===== config.mk =====
export PLATFORM = sky130hd
export DESIGN_NAME = seq_detect_ctrl
export DESIGN_NICKNAME = d
export VERILOG_FILES = /design/src/rtl/seq_det_pkg.sv /design/src/rtl/seq_shift_matcher.sv /design/src/rtl/seq_detect_ctrl.sv
export SDC_FILE = /design/constraint.sdc
export NUM_CORES = 1
export LEC_CHECK = 0
export ABC_AREA = 1
export CORE_AREA = 2 2 92 94
export CTS_CLUSTER_DIAMETER = 200
export DETAILED_ROUTE_END_ITERATION = 7
export DIE_AREA = 0 0 94 96
export GPL_TIMING_DRIVEN = 0
export PLACE_DENSITY = 0.8
export SLEW_MARGIN = 25
export SYNTH_ARGS = -nofsm -noshare
export SYNTH_HDL_FRONTEND = slang
export SYNTH_SLANG_ARGS = --single-unit

===== constraint.sdc =====
create_clock -name clk -period 3.7 [get_ports clk]
set_input_delay 0.37 -clock clk [delete_from_list [all_inputs] [get_ports clk]]
set_output_delay 0.37 -clock clk [all_outputs]
set_load 0.03 [all_outputs]

===== src/rtl/seq_det_pkg.sv =====
`default_nettype none
// ============================================================================
//  Module      : seq_det_pkg
//  Description : Shared definitions for the serial-pattern detector:
//                FSM state encoding, reset-default configuration and the
//                pattern-length width helper.
//  Revision    : 1.0 - initial release
// ============================================================================
package seq_det_pkg;

    typedef logic [1:0] state_t;

    localparam state_t ST_IDLE = 2'd0;
    localparam state_t ST_RUN  = 2'd1;
    localparam state_t ST_DONE = 2'd2;
    localparam state_t ST_TMO  = 2'd3;

    localparam logic [3:0] C_DEF_PATTERN = 4'b1011;
    localparam int         C_DEF_LEN     = 4;

    // Width able to hold every length 0..pat_w inclusive.
    function automatic int len_w(input int pat_w);
        return $clog2(pat_w) + 1;
    endfunction

endpackage
`default_nettype wire


===== src/rtl/seq_shift_matcher.sv =====
`default_nettype none
// ============================================================================
//  Module      : seq_shift_matcher
//  Description : History shift register, fill counter and length-masked
//                pattern compare. match is combinational and refers to the
//                bit being shifted in this cycle.
//  Ports       : clk, reset (sync, active-low), clr (clear history/fill),
//                shift_en, x, len, pattern, overlap -> match
//  Revision    : 1.0 - initial release
// ============================================================================
module seq_shift_matcher
    import seq_det_pkg::*;
#(
    parameter int PAT_W = 4,
    parameter int LEN_W = len_w(PAT_W)
) (
    input  logic             clk,
    input  logic             reset,
    input  logic             clr,
    input  logic             shift_en,
    input  logic             x,
    input  logic [LEN_W-1:0] len,
    input  logic [PAT_W-1:0] pattern,
    input  logic             overlap,
    output logic             match
);

    logic [PAT_W-1:0] r_hist;
    logic [LEN_W-1:0] r_fill;
    logic [PAT_W-1:0] w_hist_nxt;
    logic [LEN_W-1:0] w_fill_nxt;
    logic [PAT_W-1:0] w_mask;

    assign w_hist_nxt = {r_hist[PAT_W-2:0], x};
    assign w_fill_nxt = (r_fill < len) ? r_fill + LEN_W'(1) : r_fill;

    // Only the newest len bits take part in the compare.
    generate
        for (genvar i = 0; i < PAT_W; i++) begin : g_mask
            assign w_mask[i] = (LEN_W'(i) < len);
        end
    endgenerate

    assign match = shift_en && (w_fill_nxt >= len) &&
                   (((w_hist_nxt ^ pattern) & w_mask) == '0);

    always_ff @(posedge clk) begin
        if (!reset || clr) begin
            r_hist <= '0;
            r_fill <= '0;
        end else if (shift_en) begin
            r_hist <= w_hist_nxt;
            // Non-overlapping mode: history is kept but must be refilled.
            r_fill <= (match && !overlap) ? '0 : w_fill_nxt;
        end
    end

endmodule
`default_nettype wire


===== src/rtl/seq_detect_ctrl.sv =====
`default_nettype none
// ============================================================================
//  Module      : seq_detect_ctrl
//  Description : Run-time controller for the Moore serial-pattern detector.
//                Shadow config registers, IDLE/RUN/DONE/TMO FSM, saturating
//                match counter and inactivity timer.
//  Ports       : clk, reset (sync, active-low), cfg_we/cfg_* (config),
//                start/stop (pulses), x/x_valid (serial in),
//                y, match_cnt, busy, done, timeout, cfg_err (registered out)
//  Revision    : 1.0 - initial release
// ============================================================================
module seq_detect_ctrl
    import seq_det_pkg::*;
#(
    parameter  int PAT_W = 4,
    parameter  int CNT_W = 8,
    parameter  int TMO_W = 16,
    localparam int LEN_W = len_w(PAT_W)
) (
    input  logic             clk,
    input  logic             reset,
    input  logic             cfg_we,
    input  logic [PAT_W-1:0] cfg_pattern,
    input  logic [LEN_W-1:0] cfg_len,
    input  logic [CNT_W-1:0] cfg_thresh,
    input  logic [TMO_W-1:0] cfg_timeout,
    input  logic             cfg_overlap,
    input  logic             start,
    input  logic             stop,
    input  logic             x,
    input  logic             x_valid,
    output logic             y,
    output logic [CNT_W-1:0] match_cnt,
    output logic             busy,
    output logic             done,
    output logic             timeout,
    output logic             cfg_err
);

    state_t           r_state;
    logic [PAT_W-1:0] r_pattern;
    logic [LEN_W-1:0] r_len;
    logic [CNT_W-1:0] r_thresh;
    logic [TMO_W-1:0] r_timeout;
    logic             r_overlap;
    logic [TMO_W-1:0] r_timer;

    logic             w_cfg_load;
    logic [LEN_W-1:0] w_eff_len;
    logic [CNT_W-1:0] w_eff_thresh;
    logic             w_cfg_ok;
    logic             w_arm_try;
    logic             w_arm;
    logic             w_shift;
    logic             w_match;
    logic [CNT_W-1:0] w_cnt_inc;
    logic             w_tmo_hit;

    assign w_cfg_load   = (r_state == ST_IDLE) && cfg_we;

    // A simultaneous cfg_we in IDLE is checked as if already latched.
    assign w_eff_len    = w_cfg_load ? cfg_len    : r_len;
    assign w_eff_thresh = w_cfg_load ? cfg_thresh : r_thresh;
    assign w_cfg_ok     = (w_eff_len != '0) && (w_eff_len <= LEN_W'(PAT_W)) &&
                          (w_eff_thresh != '0);

    assign w_arm_try    = start && !stop && (r_state != ST_RUN);
    assign w_arm        = w_arm_try && w_cfg_ok;
    assign w_shift      = (r_state == ST_RUN) && x_valid;

    assign w_cnt_inc    = (match_cnt == '1) ? match_cnt : match_cnt + CNT_W'(1);
    assign w_tmo_hit    = (r_timeout != '0) && (r_timer == r_timeout - TMO_W'(1));

    seq_shift_matcher #(
        .PAT_W    (PAT_W),
        .LEN_W    (LEN_W)
    ) u_matcher (
        .clk      (clk),
        .reset    (reset),
        .clr      (w_arm),
        .shift_en (w_shift),
        .x        (x),
        .len      (r_len),
        .pattern  (r_pattern),
        .overlap  (r_overlap),
        .match    (w_match)
    );

    always_ff @(posedge clk) begin
        if (!reset) begin
            r_state   <= ST_IDLE;
            r_pattern <= PAT_W'(C_DEF_PATTERN);
            r_len     <= LEN_W'(C_DEF_LEN);
            r_thresh  <= CNT_W'(1);
            r_timeout <= '0;
            r_overlap <= 1'b1;
            r_timer   <= '0;
            y         <= 1'b0;
            match_cnt <= '0;
            busy      <= 1'b0;
            done      <= 1'b0;
            timeout   <= 1'b0;
            cfg_err   <= 1'b0;
        end else begin
            y       <= 1'b0;
            cfg_err <= 1'b0;

            if (w_cfg_load) begin
                r_pattern <= cfg_pattern;
                r_len     <= cfg_len;
                r_thresh  <= cfg_thresh;
                r_timeout <= cfg_timeout;
                r_overlap <= cfg_overlap;
            end

            if (stop) begin
                // match_cnt deliberately kept for readout
                r_state <= ST_IDLE;
                busy    <= 1'b0;
                done    <= 1'b0;
                timeout <= 1'b0;
            end else if (w_arm_try) begin
                if (w_cfg_ok) begin
                    r_state   <= ST_RUN;
                    busy      <= 1'b1;
                    done      <= 1'b0;
                    timeout   <= 1'b0;
                    match_cnt <= '0;
                    r_timer   <= '0;
                end else begin
                    cfg_err <= 1'b1;
                end
            end else if (r_state == ST_RUN) begin
                if (w_match) begin
                    y         <= 1'b1;
                    match_cnt <= w_cnt_inc;
                    r_timer   <= '0;
                    if (w_cnt_inc >= r_thresh) begin
                        r_state <= ST_DONE;
                        busy    <= 1'b0;
                        done    <= 1'b1;
                    end
                end else if (w_tmo_hit) begin
                    r_state <= ST_TMO;
                    busy    <= 1'b0;
                    timeout <= 1'b1;
                end else begin
                    r_timer <= r_timer + TMO_W'(1);
                end
            end
        end
    end

endmodule
`default_nettype wire


==> out/results.md <==
| Quantity | Value | Unit |
|---|---|---|
| Synthesized net count | 732 | - |
| # IOs | 52 | - |
| Die area | 9020 | µm² |
| Yosys warns | 0 | - |
| Sink of the worst hold path | r_timeout[0] | - |
| Beginning of the worst register-to-register path | r_len[2] | - |
| Required time of the critical path | 3.97 | ns |
| Total of endpoints with negative setup slack in the final report | 0 | - |
| Buf/Inv on CP | 4 | - |
| Num rows | 33 | - |
| Number of flops mapped to enable cells by yosys | 0 | - |
| Count of state elements after synthesis | 69 | - |
| Root cell of the clock tree | clkbuf_8 | - |
| Drt total wl | 11100 | µm |
| Share of the synthesized area in the top cell type | 31.3 | % |
| Critical Path Fanout Max | 10 | - |
| Synthesized area per cell | 6.53 | µm² |
| Via count of the first global-routing pass | 4148 | - |
| Share of post-route cells with drive strength above 1 | 9.03 | % |
| Max-capacitance violation count | 0 | - |
| Number of buffers between clock root and the deepest sink | 2 | - |
| List of most frequent post-synthesis cells | nand2_1, nor2_1, dfxtp_1 | - |
| DRC | 0 | - |
| Post-Syn Area | 4420 | µm² |
| Vias per inst | 5.35 | - |
| Type of the tightest min-delay check | in2reg | - |
| First-pass GRT wire length | 18300 | µm |
| Origin of the worst min-delay path | reset | - |
| Post-synth ARST share | 0 | % |
| Cells traversed along the worst timing path | inv_2 -> ha_1 -> a21oi_1 -> nand3_1 -> xor2_1 -> inv_1 -> ha_1 -> a21oi_1 -> o211ai_1 -> nand3_1 -> inv_2 -> nor2_2 -> nand3_4 -> nand2_8 -> buf_6 -> nand2_1 -> a21oi_1 | - |
| Min-Delay Path Depth | 3 | - |
| Kind of cell adding the most delay to the critical path | simple AND/OR/NAND/NOR gates | - |
| Largest net degree at the start of global routing | 14 | - |
| Ratio of final minimum period to clock period | 89.7 | % |
| Peak Freq | 301 | MHz |
| Ant diodes | 0 | - |
| Type of destination of the critical path | register | - |
| Leakage power figure | 2.29 | nW |
| Delay of the slowest critical-path stage | 0.40 | ns |
| Source of the critical timing path | r_len[2] | - |
| Final routed wire length divided by cell count | 13.2 | µm |
| Max-slew violation count | 0 | - |
| Slew of the pin with the lowest slew margin | 0.563 | ns |
| Clock H-tree levels | 3 | - |
| Total negative slack | 0 | ns |
| Slack of the worst reg-to-reg path | 0.38 | ns |
| DP HPWL | 8540 | µm |
| Slew HR | 62.4 | % |
| Arrival time at the worst endpoint | 3.59 | ns |
| Via count | 4531 | - |
| Number of DRC markers in iteration 0 | 316 | - |
| Post-synthesis cell type with the largest combined area | dfxtp_1 | - |
| Pre-antenna DRT Iters | 7 | - |
| Area growth from synthesis to layout | 20.4 | % |
| Max VDD drop | 0.000284 | V |
| Utilization of the core after routing | 66.1 | % |
| Area of the core | 8050 | µm² |
| Worst Skew | 0.00843 | ns |
| Most common cell in the netlist | nand2_1 | - |
| Port Buffers | 50 | - |
| Ratio of total power to cell area | 372 | nW/µm² |
| Post-CTS repair timing setup buffer count | 0 | - |
| Routability congestion estimate | 0.971 | - |
| Count of unique library cells instantiated by Yosys | 42 | - |
| Number of buffers inserted during clock tree synthesis | 9 | - |
| Initial antenna violation count | 0 | - |
| Most common cell type on the critical path | a21oi_1 | - |
| Insertion delay of the later-clocked pin in the worst-skew pair | 0.35 | ns |
| Resized Gates After CTS | 0 | - |
| Clock transition at path regs | 0.08 | ns |
| Synth top area cells | dfxtp_1, nand2_1, nor2_1, nand3_1, inv_1 | - |
| Setup repair after global routing missed its margin | no | - |
| Final period demand of the worst path | 3.32 | ns |
| Startpoint type of the worst setup path | register | - |
| Part of the Yosys area used for sequential elements | 31.3 | % |
| Flip-flop cell with the highest count after synthesis | dfxtp_1 | - |
| Class of the most critical setup path | reg2reg | - |
| Cells after synthesis | 676 | - |
| Worst r2r path cells | 17 | - |
| Global-route total usage across every layer | 25.4 | % |
| Sink count of the clock tree | 69 | - |
| Count of nets after finishing | 793 | - |
| Width of the die | 94 | µm |
| Initial Util | 54.9 | % |
| TritonCTS clock tree | built | - |
| Result of the run | finished, final reports clean | - |
| Quantity of hold-fixing buffers added after cts | 0 | - |
| DIE HEIGHT | 96 | µm |
| Final ANT Viol Nets | 0 | - |
| Endpoint of the most critical register-to-register path | r_timer[9] | - |
| Total grt overflow | 0 | - |
| Final hold viol count | 0 | - |
| Crit path max-delay cell type | nor2_2 | - |
==> per-stage QoR <==
step | power (mW) | cells | area, µm² | hold WS, ns | worst slack [ns]
after floorplan | 1.04 | 676 | 4420 | 0.434 | 0.806
after global placement | 1.14 | 831 | 5050 | 0.456 | 0.527
after detailed placement | 1.15 | 831 | 5050 | 0.450 | 0.472
after CTS | 1.98 | 847 | 5320 | 0.474 | 0.437
after global routing | 2.06 | 847 | 5320 | 0.503 | 0.0604
final | 1.98 | 847 | 5320 | 0.472 | 0.381
==> power by group <==
part           internal [mW]  switching [mW]  leakage, nW
sequential             0.771          0.0276        0.564
clock                  0.521           0.326        0.134
combinational          0.133           0.203         1.59
total                   1.42           0.556         2.29
==> logic make-up after synthesis <==
| group | Yosys count | synth area share, % |
|---|---|---|
| mux | 1 | 0.255 |
| buf+inv | 98 | 9.24 |
| xor+xnor | 30 | 5.95 |
| fa+ha+maj | 17 | 4.82 |
| compound gates | 99 | 12.5 |
| simple gates | 362 | 35.9 |
| flops | 69 | 31.3 |
==> worst reg2reg max path, cell delays in order, from the launching register on <==
cell and delay, ns:
dfxtp_1 0.35, inv_2 0.07, ha_1 0.31, a21oi_1 0.19, nand3_1 0.11, xor2_1 0.14
inv_1 0.08, ha_1 0.31, a21oi_1 0.16, o211ai_1 0.10, nand3_1 0.26, inv_2 0.07
nor2_2 0.40, nand3_4 0.22, nand2_8 0.14, buf_6 0.14, nand2_1 0.06, a21oi_1 0.14
==> per-layer routing <==
layer / track usage [%] / up-vias / wire length (µm)
li1: - / 2313 / -
met1: 32.2 / 2056 / 5050
met2: 45.1 / 139 / 5350
met3: 3.52 / 23 / 567
met4: 7.73 / 0 / 175
met5: 0 / - / 0
==> cell type report <==
| class | count | area (µm²) |
|---|---|---|
| Buffer | 18 | 103 |
| Clock buffer | 9 | 124 |
| Clock inverter | 7 | 146 |
| Fill cell | 732 | 2730 |
| Inverter | 80 | 305 |
| Multi-Input combinational cell | 509 | 2630 |
| Sequential cell | 69 | 1380 |
| Tap cell | 105 | 131 |
| Timing Repair Buffer | 50 | 500 |
==> state kept, by name, indices dropped and copies added, names as in the netlist <==
name	flops
r_state	2
u_matcher.r_fill	3
timeout	1
r_timer	16
r_thresh	8
u_matcher.r_hist	3
r_pattern	4
done	1
r_overlap	1
r_timeout	16
busy	1
y	1
r_len	3
match_cnt	8
cfg_err	1
==> how the worst max path moves through the flow <==
| stage | cells after the start | to | slack (ns) |
|---|---|---|---|
| final | 17 | r_timer[9] | 0.38 |
| after global routing | 17 | r_timer[9] | 0.06 |
| after CTS | 16 | r_timer[9] | 0.44 |
| after detailed placement | 16 | r_timer[9] | 0.47 |
| after global placement | 15 | r_timer[11] | 0.53 |
| after floorplan | 18 | busy | 0.81 |
==> cell usage in the layout (no fill, tap or decap), types with 2 or more instances in the layout <==
cell type          n
o22ai_1            4
a21oi_1           40
xnor2_1            8
inv_2             13
o21ai_0           29
nand3b_1           2
o211ai_1           2
buf_6              4
inv_6              2
nor4_1             2
nand2_4            2
nand3_2            2
buf_2              4
xor2_1            22
nand3_1           60
clkdlybuf4s50_1   50
nor2_2             7
a21oi_2            3
o21bai_1           2
nand2_2            2
nand2_1          162
clkinv_1           3
nand4_1            8
bufinv_16          4
or2_2              4
o21ai_2            5
clkbuf_8           9
ha_1              17
dfxtp_1           69
nor2_1            91
inv_1             63
clkbuf_1           9
nor3_1            16
o21ai_1            9
clkinv_4           2
Note: power is estimated with default switching activity, not from simulation.
==> edit: new RTL, config.mk and constraints unchanged <==
The parameter `TMO_W` goes from 16 to 20.
--- a/src/rtl/seq_detect_ctrl.sv
+++ b/src/rtl/seq_detect_ctrl.sv
@@ -16,3 +16,3 @@
     parameter  int CNT_W = 8,
-    parameter  int TMO_W = 16,
+    parameter  int TMO_W = 20,
     localparam int LEN_W = len_w(PAT_W)
Ports: changed (resized cfg_timeout); port bits go from 52 to 56. No check against the original RTL was run, so the function may have changed too.
==> edit against the unedited design <==
Total power increased by 1.9%. Design area increased by 7.0%. Worst setup slack better by 80 ps. Routed wire length up 8.4%. Sequential cell count up 8. Area after synthesis rose by 8.4%. Clock skew is 2.6 ps higher. Largest cell class unchanged.
==> edit: results (changes against the unedited design) <==
multi-input gate share of total cell area=0.500 (+0.00633); port bufs=55 (+10%); post-DP HPWL=9.31 mm (+9.0%); Slew headroom=0.498 (-0.126); syn avg cell area=6.74 um^2 (+3.2%); CLK BUF=10 (+1); Compound-Gate Fraction of Synth Area=0.125 (-0.000790); adder-cell share of the synthesized area=0.0444 (-0.00371); routed via count=4,704 (+3.8%); clock network area share=0.0393 (-0.0115); wire length on met3=424 um (-25%); flops & latches, synth=77 (+12%); M1 GR Usage=0.345 (+0.0231); Peak supply drop=0.188 mV (-34%); number of multi-input logic gates=535 (+5.1%); Synth Cell Area=4790 um^2 (+8.4%); top post-synthesis cells by area=dfxtp_1 (32%), nand2_1 (12%), nor2_1 (8.5%); layout cell share with drive strength beyond 1=0.0858 (-0.00451); Placed Area=5470 um^2 (+8.3%); met1 WL=5.57 mm (+10%); NetSw=0.597 mW (+7.4%); placed insts=870 (+4.7%); first-pass GRT wire length=20.2 mm (+11%); fill cell count=703 (-4.0%); Worst EP arrival=3470 ps (-120 ps); Logic inverters=78 (-2.5%); worst hold path type=register to register; gr usage total=0.284 (+0.0298); top flop regs=r_timeout (20), r_timer (20); Mapped Nets=770 (+5.2%); vias in the first global route=4,562 (+10%); initial DRC count=258 (-18%); Vias per Instance=5.31 (-0.75%); skew final=11.0 ps (+2.59 ps); Post-synth top cells=nand2_1 (157), nor2_1 (109), dfxtp_1 (77); fin nets=836 (+5.4%); routability cong.=0.878 (-9.5%); CP peak stage delay=350 ps (-50 ps); non-clk buf share=0.115 (+0.00159); pre-CTS setup slack=495 ps (+23.3 ps); Pleak=2.44 nW (+6.3%); DRT Pass-1 Iters=4 (-3); final setup margin=461 ps (+80.2 ps); status=complete, no violations; met3 Use GR=0.0399 (+0.00470); Area growth, synth to finish=18.9%; library cells used by synthesis=43 (+2.4%); XOR/XNOR Fraction of Synth Area=0.0750 (+0.0155); routing usage on met2=0.511 (+0.0601); area taken by flip-flops and latches=1540 um^2 (+12%)
## edit: cell count changes in the layout (fill, tap and decap cells not counted), moves of 8 or more
cell	change
nand3_1	-31
o21ai_0	+9
dfxtp_1	+8
o21ai_1	+15
nor2_1	+18
## edit: metrics by stage
step,hold slack (ps),power [mW],util
after floorplan,455,1.18,-
after global placement,463,1.29,0.679
after detailed placement,459,1.30,0.679
after CTS,475,2.02,0.707
after global routing,507,2.12,0.707
final,477,2.02,0.707
## edit: power groups by stage
stage | Combinational (mW) | Clock, mW | Sequential [mW]
after global routing | 0.434 | 0.777 | 0.908
after floorplan | 0.269 | 0 | 0.914
after detailed placement | 0.381 | 0 | 0.923
after CTS | 0.384 | 0.734 | 0.903
after global placement | 0.369 | 0 | 0.922
final | 0.386 | 0.730 | 0.903
## edit: worst paths after layout
check	from	to	cells past startpoint
worst max-delay path	r_len[2]	r_timer[6]	17
worst min-delay path	busy	busy	2
worst max register to register	r_len[2]	r_timer[6]	17
worst min register to register	busy	busy	2
